## config.mk

```make
export PLATFORM = sky130hd
export DESIGN_NAME = mlp_train_seq
export DESIGN_NICKNAME = d
export VERILOG_FILES = /design/src/rtl/mlp_train_seq.sv
export SDC_FILE = /design/constraint.sdc
export NUM_CORES = 1
export LEC_CHECK = 0
export ABC_AREA = 1
export CORE_MARGIN = 3
export CORE_UTILIZATION = 35
export DETAILED_ROUTE_END_ITERATION = 7
export PLACE_DENSITY = 0.66
export SYNTH_ARGS = -nofsm -noshare
export SYNTH_HDL_FRONTEND = slang
export SYNTH_SLANG_ARGS = --single-unit
```

## constraint.sdc

```tcl
create_clock -name clk -period 2.7 [get_ports clk]
set_clock_uncertainty 0.1 [all_clocks]
set_input_delay 0.81 -clock clk [delete_from_list [all_inputs] [get_ports clk]]
set_output_delay 0.81 -clock clk [all_outputs]
set_load 0.02 [all_outputs]
```

## src/rtl/mlp_train_seq.sv

```systemverilog
// Training-loop sequencer: walks samples through the forward pass, forms the error, strobes learning.
// Optional MLP_TRAIN_DEADZONE_EN: suppress learn when the error is small and the sample was not a miss.
module mlp_train_seq #(
   parameter int W           = 8,
   parameter int NUM_SAMPLES = 16,
   parameter int MAX_EPOCH   = 255,
   parameter int TGT         = 32
) (
   input  logic                clk,
   input  logic                rst_n,
   input  logic                start,
   input  logic                abort,
   output logic [7:0]          smp_addr,
   input  logic [15:0]         smp_x,
   input  logic                smp_label,
   output logic [15:0]         x_out,
   output logic                fwd_start,
   input  logic                fwd_done,
   input  logic signed [W-1:0] fwd_y,
   output logic                learn,
   output logic signed [W-1:0] err,
   output logic                busy,
   output logic                done,
   output logic                converged,
   output logic [7:0]          epoch_cnt,
   output logic [7:0]          miss_cnt
);

   typedef enum logic [2:0] {
      IDLE, FETCH, LOAD, WAIT, UPDATE, NEXT, FIN
   } state_t;

   localparam logic signed [W:0]   TGT_S   = (W+1)'(TGT);
   localparam logic signed [W-1:0] ERR_MAX = {1'b0, {(W-1){1'b1}}};
   localparam logic signed [W-1:0] ERR_MIN = {1'b1, {(W-1){1'b0}}};

   state_t              r_state, r_nxt;
   logic [7:0]          r_idx;
   logic [7:0]          r_epoch;
   logic [7:0]          r_miss;
   logic                r_conv;
   logic [15:0]         r_x;
   logic                r_label;
   logic signed [W-1:0] r_err;

   logic signed [W:0]   w_tgt;
   logic signed [W:0]   w_diff;
   logic signed [W-1:0] w_err_sat;
   logic                w_pred;
   logic                w_miss;
   logic                w_last;
   logic [7:0]          w_epoch_nx;
   logic                w_abort;
   logic                w_learn_ok;

   assign w_tgt      = r_label ? TGT_S : -TGT_S;
   assign w_diff     = w_tgt - $signed({fwd_y[W-1], fwd_y});
   // W+1-bit result overflows the W-bit range when its top two bits differ
   assign w_err_sat  = (w_diff[W] != w_diff[W-1]) ?
                       (w_diff[W] ? ERR_MIN : ERR_MAX) : w_diff[W-1:0];
   assign w_pred     = !fwd_y[W-1] && (fwd_y != '0);
   assign w_miss     = w_pred != r_label;
   assign w_last     = r_idx == 8'(NUM_SAMPLES - 1);
   assign w_epoch_nx = r_epoch + 8'd1;
   assign w_abort    = abort && (r_state != IDLE);

`ifdef MLP_TRAIN_DEADZONE_EN
   logic          r_smp_miss;
   logic [W:0]    w_err_x;
   logic [W:0]    w_abs;
   assign w_err_x    = {r_err[W-1], r_err};
   assign w_abs      = r_err[W-1] ? (~w_err_x + 1'b1) : w_err_x;
   assign w_learn_ok = r_smp_miss || (w_abs >= (W+1)'(TGT / 4));
`else
   assign w_learn_ok = 1'b1;
`endif

   always_ff @(posedge clk or negedge rst_n) begin
      if (!rst_n) r_state <= IDLE;
      else        r_state <= r_nxt;
   end

   always_comb begin
      r_nxt = r_state;
      case (r_state)
         IDLE:   if (start) r_nxt = FETCH;
         FETCH:  r_nxt = LOAD;
         LOAD:   r_nxt = WAIT;
         WAIT:   if (fwd_done) r_nxt = UPDATE;
         UPDATE: r_nxt = NEXT;
         NEXT: begin
            if (!w_last)
               r_nxt = FETCH;
            else if (r_miss == 8'd0 || w_epoch_nx == 8'(MAX_EPOCH))
               r_nxt = FIN;
            else
               r_nxt = FETCH;
         end
         FIN:    r_nxt = IDLE;
         default: r_nxt = IDLE;
      endcase
      if (w_abort) r_nxt = IDLE;
   end

   always_ff @(posedge clk or negedge rst_n) begin
      if (!rst_n) begin
         r_idx   <= '0;
         r_epoch <= '0;
         r_miss  <= '0;
         r_conv  <= 1'b0;
         r_x     <= '0;
         r_label <= 1'b0;
         r_err   <= '0;
`ifdef MLP_TRAIN_DEADZONE_EN
         r_smp_miss <= 1'b0;
`endif
      end else if (w_abort) begin
         r_conv <= 1'b0;
      end else begin
         case (r_state)
            IDLE: if (start) begin
               r_idx   <= '0;
               r_epoch <= '0;
               r_miss  <= '0;
               r_conv  <= 1'b0;
            end
            LOAD: begin
               r_x     <= smp_x;
               r_label <= smp_label;
            end
            WAIT: if (fwd_done) begin
               r_err <= w_err_sat;
               if (w_miss && r_miss != 8'hFF) r_miss <= r_miss + 8'd1;
`ifdef MLP_TRAIN_DEADZONE_EN
               r_smp_miss <= w_miss;
`endif
            end
            NEXT: begin
               if (!w_last) begin
                  r_idx <= r_idx + 8'd1;
               end else begin
                  r_idx   <= '0;
                  r_epoch <= w_epoch_nx;
                  // the final epoch's miss count stays visible in FIN
                  if (r_miss == 8'd0)
                     r_conv <= 1'b1;
                  else if (w_epoch_nx != 8'(MAX_EPOCH))
                     r_miss <= '0;
               end
            end
            default: ;
         endcase
      end
   end

   assign smp_addr  = r_idx;
   assign x_out     = r_x;
   assign err       = r_err;
   assign fwd_start = (r_state == LOAD) && !abort;
   assign learn     = (r_state == UPDATE) && !abort && w_learn_ok;
   assign done      = (r_state == FIN) && !abort;
   assign busy      = r_state != IDLE;
   assign converged = r_conv;
   assign epoch_cnt = r_epoch;
   assign miss_cnt  = r_miss;

endmodule

```

==> impl_metrics.py, run 1 <==
metrics = {
    "logic_synthesis": {
        "synthFlopType": "dfrtp_1",
        "syn_avg_cell_area_um2": 7.498,
        "syn_inst": 407,
        "yosys_warnings": 0,
        "ys_seq_area_frac": 0.4346,
        "synth_edf_count": 0,
        "synth_area_um2": 3052,
        "ys_ff_latch": 53,
        "syn_nets": 445,
        "ys_types": 38,
        "synthArstFlopShare": 1.000,
    },
    "power": {
        "power.leakage_nw": 2.035,
        "p_per_area_nw_per_um2": 851.4,
        "ir_worst_vdd_mv": 0.4162,
    },
    "critical_path": {
        "worstSetupStartpointType": "register",
        "r2r_cells": 10,
        "cp.arrival_ps": 1680,
        "cp.required_ps": 1790,
        "ff2ff_setup_slack_ps": 620,
        "cp_max_fo": 6,
        "cp-startpoint": "r_state[0]$_DFFE_PN0P_",
        "path_class": "register to primary output",
        "cp-end-kind": "primary output",
        "cp-endpoint": "busy",
        "r2r-start": "epoch_cnt[0]$_DFFE_PN0P_",
        "r2r_end": "miss_cnt[3]$_DFFE_PN0P_",
    },
    "route": {
        "viasPerCell": 4.721,
        "wl_per_cell_um": 11.95,
        "drt_first_pass_iters": 4,
        "drc_errors": 0,
        "drtAntennaViolNets": 0,
        "num_vias": 2880,
        "drtIter0Drc": 77,
        "drt-total-wl_mm": 7.287,
    },
    "clock_network": {
        "hold_buffers": 0,
        "cts_buffers": 5,
        "clk_pin_slew_ps": 100,
        "clock_path_buffers": 2,
        "cts-htree-levels": 2,
        "clock_sinks": 53,
        "clk_latency_ps": 300,
        "cts_tree": "yes",
        "cts-root-buf": "clkbuf_8",
    },
    "min_path": {
        "min-delay-path-class": "primary input to async pin",
    },
    "cells_and_area": {
        "layout.cells.non_filler": 610,
        "diodes": 0,
        "nets": 542,
        "drive_gt1_frac": 0.1030,
        "seq_area_um2": 1326,
        "multiInputGateArea_um2": 1541,
        "final.fill_count": 804,
        "final_core_util": 0.5003,
        "syn2layout_area_growth_pct": 36.74,
    },
    "placement": {
        "gp_congestion": 0.8009,
        "dpl.hpwl_mm": 5.645,
        "dp_cells": 601,
        "portBuffers": 82,
    },
    "timing": {
        "worst_pin_slew_ps": 546.7,
        "max_slew_margin": 0.6355,
        "maxSlewViolCount": 0,
        "min_period_ps": 2588,
        "fmax_mhz": 386.4,
        "finalSetupViolations": 0,
        "hold_viol_final": 0,
        "rsz0062_at_grt": "no",
        "timing.final.crit_share": 0.9585,
    },
    "floorplan": {
        "core_area_um2": 8341,
        "io_pins": 83,
        "die_x_um": 99.38,
        "die_area_um2": 9875,
        "rows": 33,
        "start_util": 0.3659,
        "dieHeight_um": 99.38,
    },
    "grt": {
        "grtUsageTotal": 0.1514,
        "gr-total-overflow": 0,
        "grt_pass1_wl_mm": 12.59,
        "grt_pass1_vias": 2689,
        "grt_max_degree": 32,
        "antenna_found_initial": 0,
    },
    "flow_run": {
        "maxCapViolations": 0,
    },
    "outcome": {
        "status": "completed",
    },
}
-- Yosys cell counts, types with 2 or more instances --
| library cell | instances | share of area |
|---|---|---|
| nand3_1 | 34 | 0.056 |
| ha_1 | 8 | 0.033 |
| nand2_4 | 2 | 0.0074 |
| o21ai_0 | 9 | 0.015 |
| inv_1 | 39 | 0.048 |
| o21ai_1 | 3 | 0.0049 |
| xor2_1 | 9 | 0.026 |
| clkbuf_1 | 2 | 0.0025 |
| dfrtp_1 | 53 | 0.43 |
| o22ai_1 | 5 | 0.010 |
| nor2_8 | 2 | 0.013 |
| nand2_1 | 158 | 0.19 |
| nand4_1 | 11 | 0.023 |
| inv_2 | 5 | 0.0062 |
| nor3_1 | 4 | 0.0066 |
| nand2_2 | 2 | 0.0041 |
| nor2_2 | 4 | 0.0082 |
| nand3_2 | 2 | 0.0066 |
| buf_2 | 3 | 0.0049 |
| xnor2_1 | 3 | 0.0086 |
| nor2_1 | 26 | 0.032 |
| nor2_4 | 2 | 0.0074 |
| a21oi_1 | 6 | 0.0098 |
-- state kept, by name, summed over array words and instances (netlist names) --
name / cells
x_out: 16
epoch_cnt: 8
err: 8
miss_cnt: 8
smp_addr: 8
r_state: 3
converged: 1
r_label: 1
-- worst min path at each step --
stage	start	to	cells past startpoint
finish	rst_n	miss_cnt[4]$_DFFE_PN0P_	1
global route	rst_n	miss_cnt[4]$_DFFE_PN0P_	1
CTS	x_out[5]$_DFFE_PN0P_	x_out[5]$_DFFE_PN0P_	2
detailed placement	x_out[8]$_DFFE_PN0P_	x_out[8]$_DFFE_PN0P_	2
global placement	x_out[2]$_DFFE_PN0P_	x_out[2]$_DFFE_PN0P_	2
floorplan	rst_n	converged$_DFFE_PN0P_	0
-- critical path: stages, from the launching register on --
cell	delay, ps
dfrtp_1	540
nor2_2	90
nand2_2	120
clkdlybuf4s50_1	620
-- final cells by class --
cell class	count	area share
Tap cell	105	0.03148
Clock buffer	5	0.01649
Sequential cell	53	0.3178
Multi-Input combinational cell	304	0.3694
Clock inverter	3	0.004198
Timing Repair Buffer	95	0.2195
Inverter	45	0.04108
-- power breakdown --
| part | total (W) | switching [W] | internal, W |
|---|---|---|---|
| clock network | 0.000446 | 0.000267 | 0.000180 |
| logic | 0.00192 | 0.00113 | 0.000791 |
| registers | 0.00119 | 0.000177 | 0.00101 |
-- cell families after synthesis --
logic type | count (synthesis) | synth area share
compound gates | 30 | 0.05740
flops | 53 | 0.4346
fa+ha+maj | 8 | 0.03280
xor+xnor | 12 | 0.03444
buf+inv | 50 | 0.06355
simple gates | 254 | 0.3772
-- cell usage in the layout, fill, tap and decap left out, types with 4 or more instances in the layout --
| cell type | netlist | routed |
|---|---|---|
| ha_1 | 8 | 8 |
| nand3_1 | 34 | 34 |
| clkdlybuf4s50_1 | 0 | 77 |
| inv_2 | 5 | 5 |
| xor2_1 | 9 | 9 |
| nand4_1 | 11 | 11 |
| nor2_2 | 4 | 4 |
| dfrtp_1 | 53 | 53 |
| o22ai_1 | 5 | 5 |
| o21ai_0 | 9 | 9 |
| buf_4 | 0 | 12 |
| nor2_1 | 26 | 26 |
| clkbuf_8 | 0 | 5 |
| inv_1 | 39 | 39 |
| a21oi_1 | 6 | 6 |
| nand2_1 | 158 | 158 |
-- stage by stage --
stage	hold slack [ps]	TNS [ps]	power (W)	area (µm²)	worst slack [ps]
2_1_floorplan	414.4	0	0.002347	3052	348.9
3_3_place_gp	353.4	-1319	0.003105	4084	-433.3
6_report	375.7	0	0.003553	4173	112.0
4_1_cts	382.3	0	0.003603	4173	91.86
3_5_place_dp	358.2	-1948	0.003135	4084	-442.9
5_1_grt	405.5	0	0.003856	4173	8.402
-- metal layers --
layer,share of wire,vias up,GRT usage
li1,-,1499,-
met1,0.46,1305,0.2006
met2,0.48,71,0.2583
met3,0.053,5,0.02875
met4,0.0084,0,0.03151
met5,0,-,0
-- timing repair --
item / in CTS / in global routing
setup buffers: 1 / 0
resized for setup: 14 / 0
setup endpoints to repair: 3 / 0
(Power assumes the default switching activity.)
==> run 2: changes to the inputs <==
Settings changed: SETUP_SLACK_MARGIN set to 0.5.
==> impl_metrics.py, run 2 (synthesis gave the netlist of run 1 again) <==
metrics = {
    "floorplan": {
        "rows": 33,
        "io_pins": 83,
        "die_area_um2": 9875,
        "dieHeight_um": 99.38,
        "core_area_um2": 8341,
        "die_x_um": 99.38,
        "start_util": 0.3659,
    },
    "timing": {
        "fin_hold_ws_ps": 376.4,
        "hold_viol_final": 0,
        "worst_pin_slew_ps": 685.2,
        "finalSetupViolations": 0,
        "maxSlewViolCount": 0,
        "rsz0062_at_grt": "yes",
        "min_period_ps": 2269,
        "fmax_mhz": 440.7,
        "max_slew_margin": 0.5432,
        "timing.final.crit_share": 0.8405,
        "setup_slack_ps": 430.7,
    },
    "placement": {
        "gp_congestion": 0.8071,
        "dp_cells": 602,
        "pre_cts_ws_ps": -481.0,
        "dpl.hpwl_mm": 5.655,
        "portBuffers": 82,
    },
    "route": {
        "drtAntennaViolNets": 0,
        "drc_errors": 0,
        "wl_per_cell_um": 12.81,
        "drt-total-wl_mm": 7.983,
        "num_vias": 3033,
        "drt_first_pass_iters": 5,
        "drtIter0Drc": 100,
        "viasPerCell": 4.868,
    },
    "clock_network": {
        "cts-root-buf": "clkbuf_8",
        "clk_latency_ps": 310,
        "clock_sinks": 53,
        "cts-htree-levels": 2,
        "cts_buffers": 5,
        "clock_path_buffers": 2,
        "clk_pin_slew_ps": 100,
        "cts_tree": "yes",
    },
    "cells_and_area": {
        "layout.cells.non_filler": 623,
        "layout_commonest_cell": "nand2_1",
        "diodes": 0,
        "nets": 555,
        "final.fill_count": 788,
        "largest_reg_flops": 16,
        "drive_gt1_frac": 0.1815,
        "final_cell_mix": "nand2_1, dfrtp_1, dlygate4sd2_1, inv_1, nand3_1",
        "syn2layout_area_growth_pct": 43.99,
    },
    "critical_path": {
        "worstSetupStartpointType": "register",
        "r2r_cells": 10,
        "crit_slowest_cell": "dfrtp_2",
        "r2r-start": "smp_addr[0]$_DFFE_PN0P_",
        "cp-end-kind": "primary output",
        "path_class": "register to primary output",
        "cp.arrival_ps": 1360,
        "cp_max_fo": 7,
        "cp.required_ps": 1790,
        "ff2ff_setup_slack_ps": 740,
        "r2r_end": "miss_cnt[2]$_DFFE_PN0P_",
        "max_stage_delay_ps": 470,
        "crit_chain": "nor2_1, inv_1, nor3_2, buf_4",
    },
    "power": {
        "p_per_area_nw_per_um2": 862.0,
        "power.leakage_nw": 2.385,
        "ir_worst_vdd_mv": 0.5122,
    },
    "grt": {
        "grt_pass1_wl_mm": 12.92,
        "grt_max_degree": 54,
        "grt_pass1_vias": 2816,
        "gr-total-overflow": 0,
        "antenna_found_initial": 0,
        "grtUsageTotal": 0.1587,
    },
    "flow_run": {
        "maxCapViolations": 0,
    },
    "min_path": {
        "min-delay-path-class": "register to register",
        "holdPathEnd": "x_out[12]$_DFFE_PN0P_",
        "min_from": "x_out[12]$_DFFE_PN0P_",
        "hold_depth": 2,
    },
    "outcome": {
        "status": "completed",
    },
}
[run 2: cell types whose count changed in the layout (fill, tap and decap cells not counted), moves of 5 or more]
cell / change
clkdlybuf4s50_1: -57
dlygate4sd2_1: +47
inv_2: +5
nand2_2: +7
inv_1: -5
buf_4: +14
nand2_1: -10
dlymetal6s2s_1: +7
[run 2: how the worst max path moves through the flow]
stage	from	to	slack, ps	cells past startpoint
2_1_floorplan	abort	fwd_start	510	3
3_3_place_gp	abort	fwd_start	-470	3
3_5_place_dp	abort	fwd_start	-480	3
4_1_cts	r_state[2]$_DFFE_PN0P_	fwd_start	410	4
5_1_grt	r_state[2]$_DFFE_PN0P_	fwd_start	370	4
6_report	r_state[2]$_DFFE_PN0P_	fwd_start	430	4
[run 2: layout make-up]
| class | instances | area (µm²) | area share |
|---|---|---|---|
| clock buffer | 6 | 82.58 | 0.01879 |
| clock inverter | 2 | 37.54 | 0.008542 |
| inverter | 45 | 171.4 | 0.03901 |
| multi-input combinational | 304 | 1673 | 0.3807 |
| sequential | 53 | 1330 | 0.3027 |
| tap | 105 | 131.4 | 0.02990 |
| timing repair buffer | 108 | 968.4 | 0.2204 |
[run 2: what timing repair did]
item,CTS,global route
resized for setup,89,27
hold buffers,0,0
setup endpoints to repair,88,22
buffers inserted,5,8
pin swaps,15,17
[run 2: routing by layer]
layer / share of wire / vias up / track usage
li1: - / 1524 / -
met1: 0.43 / 1389 / 0.1974
met2: 0.47 / 107 / 0.2676
met3: 0.079 / 13 / 0.05259
met4: 0.015 / 0 / 0.03676
met5: 0 / - / 0
[run 2: through the flow]
stage / instance area (µm²) / TNS [ps] / util / total power, W
after floorplan: 3088 / 0 / - / 0.002381
after CTS: 4243 / 0 / 0.5087 / 0.003713
after detailed placement: 4101 / -1394 / 0.4917 / 0.003151
final: 4394 / 0 / 0.5269 / 0.003788
after global routing: 4394 / 0 / 0.5269 / 0.004081
after global placement: 4101 / -1223 / 0.4917 / 0.003114
[run 2: power by group]
part           switching [W]  leakage [nW]  internal (W)  total [W]
Combinational        0.00126          1.63      0.000782    0.00205
Sequential          0.000155         0.696       0.00102    0.00117
Clock               0.000270        0.0574      0.000302   0.000571
[run 2: critical path, delay by kind of cell, from the launching register on]
kind / cells / cell delay (ps)
buffers and inverters: 2 / 250
and+or+nand+nor: 2 / 330
DFF: 1 / 470
==> run 3: changes to the inputs <==
Clock period 2.7 ns to 2.3 ns, I/O delays scaled along.
==> impl_metrics.py, run 3 (synthesis gave the netlist of run 1 again) <==
metrics = {
    "power": {
        "ir_worst_vdd_mv": 0.5691,
        "p_total_w": 0.005165,
        "p_per_area_nw_per_um2": 1012,
        "power.leakage_nw": 2.550,
    },
    "placement": {
        "portBuffers": 82,
        "dp_cells": 624,
        "gp_congestion": 0.8424,
        "dpl.hpwl_mm": 5.987,
        "pre_cts_ws_ps": -592.8,
    },
    "route": {
        "drtAntennaViolNets": 0,
        "drc_errors": 0,
        "drt_first_pass_iters": 4,
        "drtIter0Drc": 90,
        "wl_per_cell_um": 13.07,
        "drt-total-wl_mm": 8.796,
        "viasPerCell": 4.810,
        "num_vias": 3237,
    },
    "floorplan": {
        "rows": 33,
        "start_util": 0.3659,
        "die_x_um": 99.38,
        "io_pins": 83,
        "dieHeight_um": 99.38,
        "die_area_um2": 9875,
        "core_area_um2": 8341,
    },
    "clock_network": {
        "clk_latency_ps": 300,
        "clk_pin_slew_ps": 100,
        "cts-htree-levels": 2,
        "cts-root-buf": "clkbuf_8",
        "hold_buffers": 0,
        "clock_path_buffers": 2,
        "cts_buffers": 5,
        "clock_sinks": 53,
        "cts_tree": "yes",
    },
    "critical_path": {
        "path_class": "register to primary output",
        "cp.arrival_ps": 1320,
        "ff2ff_setup_slack_ps": 200,
        "cp_max_fo": 3,
        "cp.required_ps": 1510,
        "cp-end-kind": "primary output",
        "worstSetupStartpointType": "register",
    },
    "grt": {
        "grt_pass1_vias": 3154,
        "grtUsageTotal": 0.1745,
        "grt_pass1_wl_mm": 14.39,
        "gr-total-overflow": 0,
        "antenna_found_initial": 0,
        "grt_max_degree": 36,
    },
    "flow_run": {
        "maxCapViolations": 0,
    },
    "cells_and_area": {
        "diodes": 0,
        "layout_commonest_cell": "nand2_1",
        "largest_reg_flops": 16,
        "syn2layout_area_growth_pct": 67.16,
        "final_cell_mix": "nand2_1, buf_4, dfrtp_1, buf_2, buf_6",
        "drive_gt1_frac": 0.4736,
        "layout.cells.non_filler": 673,
        "nets": 605,
    },
    "timing": {
        "tns_ps": 0,
        "min_period_ps": 2112,
        "fin_hold_ws_ps": 234.7,
        "finalSetupViolations": 0,
        "timing.final.crit_share": 0.9182,
        "setup_slack_ps": 188.2,
        "hold_viol_final": 0,
        "rsz0062_at_grt": "yes",
        "maxSlewViolCount": 0,
        "max_slew_margin": 0.6710,
        "worst_pin_slew_ps": 493.5,
        "fmax_mhz": 473.5,
    },
    "min_path": {
        "min-delay-path-class": "primary input to async pin",
    },
    "outcome": {
        "status": "completed",
    },
}
## run 3: stage by stage
step | utilization | cell area, µm²
floorplan | - | 3239
finish | 0.6116 | 5101
detailed placement | 0.5296 | 4417
CTS | 0.5965 | 4975
global placement | 0.5296 | 4417
global route | 0.6116 | 5101
## run 3: worst max-delay path, cell delays in order, from the launching register on
cell and delay, ps:
dfrtp_1 420, buf_4 150, nor2_4 120, nand2_2 100, nor2_4 100, buf_6 120
## run 3: worst paths after layout
path	to	cells after the start	startpoint
max in group asynchronous	smp_addr[1]$_DFFE_PN0P_	2	rst_n
min reg2reg	x_out[8]$_DFFE_PN0P_	2	x_out[8]$_DFFE_PN0P_
min	miss_cnt[4]$_DFFE_PN0P_	1	rst_n
min in group clk	x_out[8]$_DFFE_PN0P_	2	x_out[8]$_DFFE_PN0P_
max	learn	5	r_state[1]$_DFFE_PN0P_
max reg2reg	epoch_cnt[3]$_DFFE_PN0P_	14	r_state[1]$_DFFE_PN0P_
## run 3: what timing repair did
item / in CTS / in global routing
gates resized for setup: 261 / 110
endpoints found under the hold margin: 0 / 0
setup endpoints to repair: 105 / 90
pin swaps: 36 / 38
buffers inserted: 25 / 14
cloned: 2 / 0
## run 3: cell type report
class,count,area (µm²)
fillers,745,3239
multi-input cells,306,2023
flip-flops and latches,53,1341
repair buffers,156,1285
inverters,45,220.2
well taps,105,131.4
clock buffers,6,82.58
clock inverters,2,17.52
## run 3: layer usage
| metal | part of all wire | GRT usage | vias to the layer above |
|---|---|---|---|
| met2 | 0.50 | 0.3022 | 90 |
| met4 | 0.0093 | 0.02416 | 0 |
| met1 | 0.42 | 0.2240 | 1507 |
| met5 | 0 | 0 | - |
| li1 | - | - | 1628 |
| met3 | 0.067 | 0.04698 | 12 |
## run 3: report_power, final
part	leakage (nW)	internal [W]	switching [W]
clock	0.0518	0.000251	0.000324
combinational	1.82	0.00140	0.00181
sequential	0.680	0.00119	0.000182
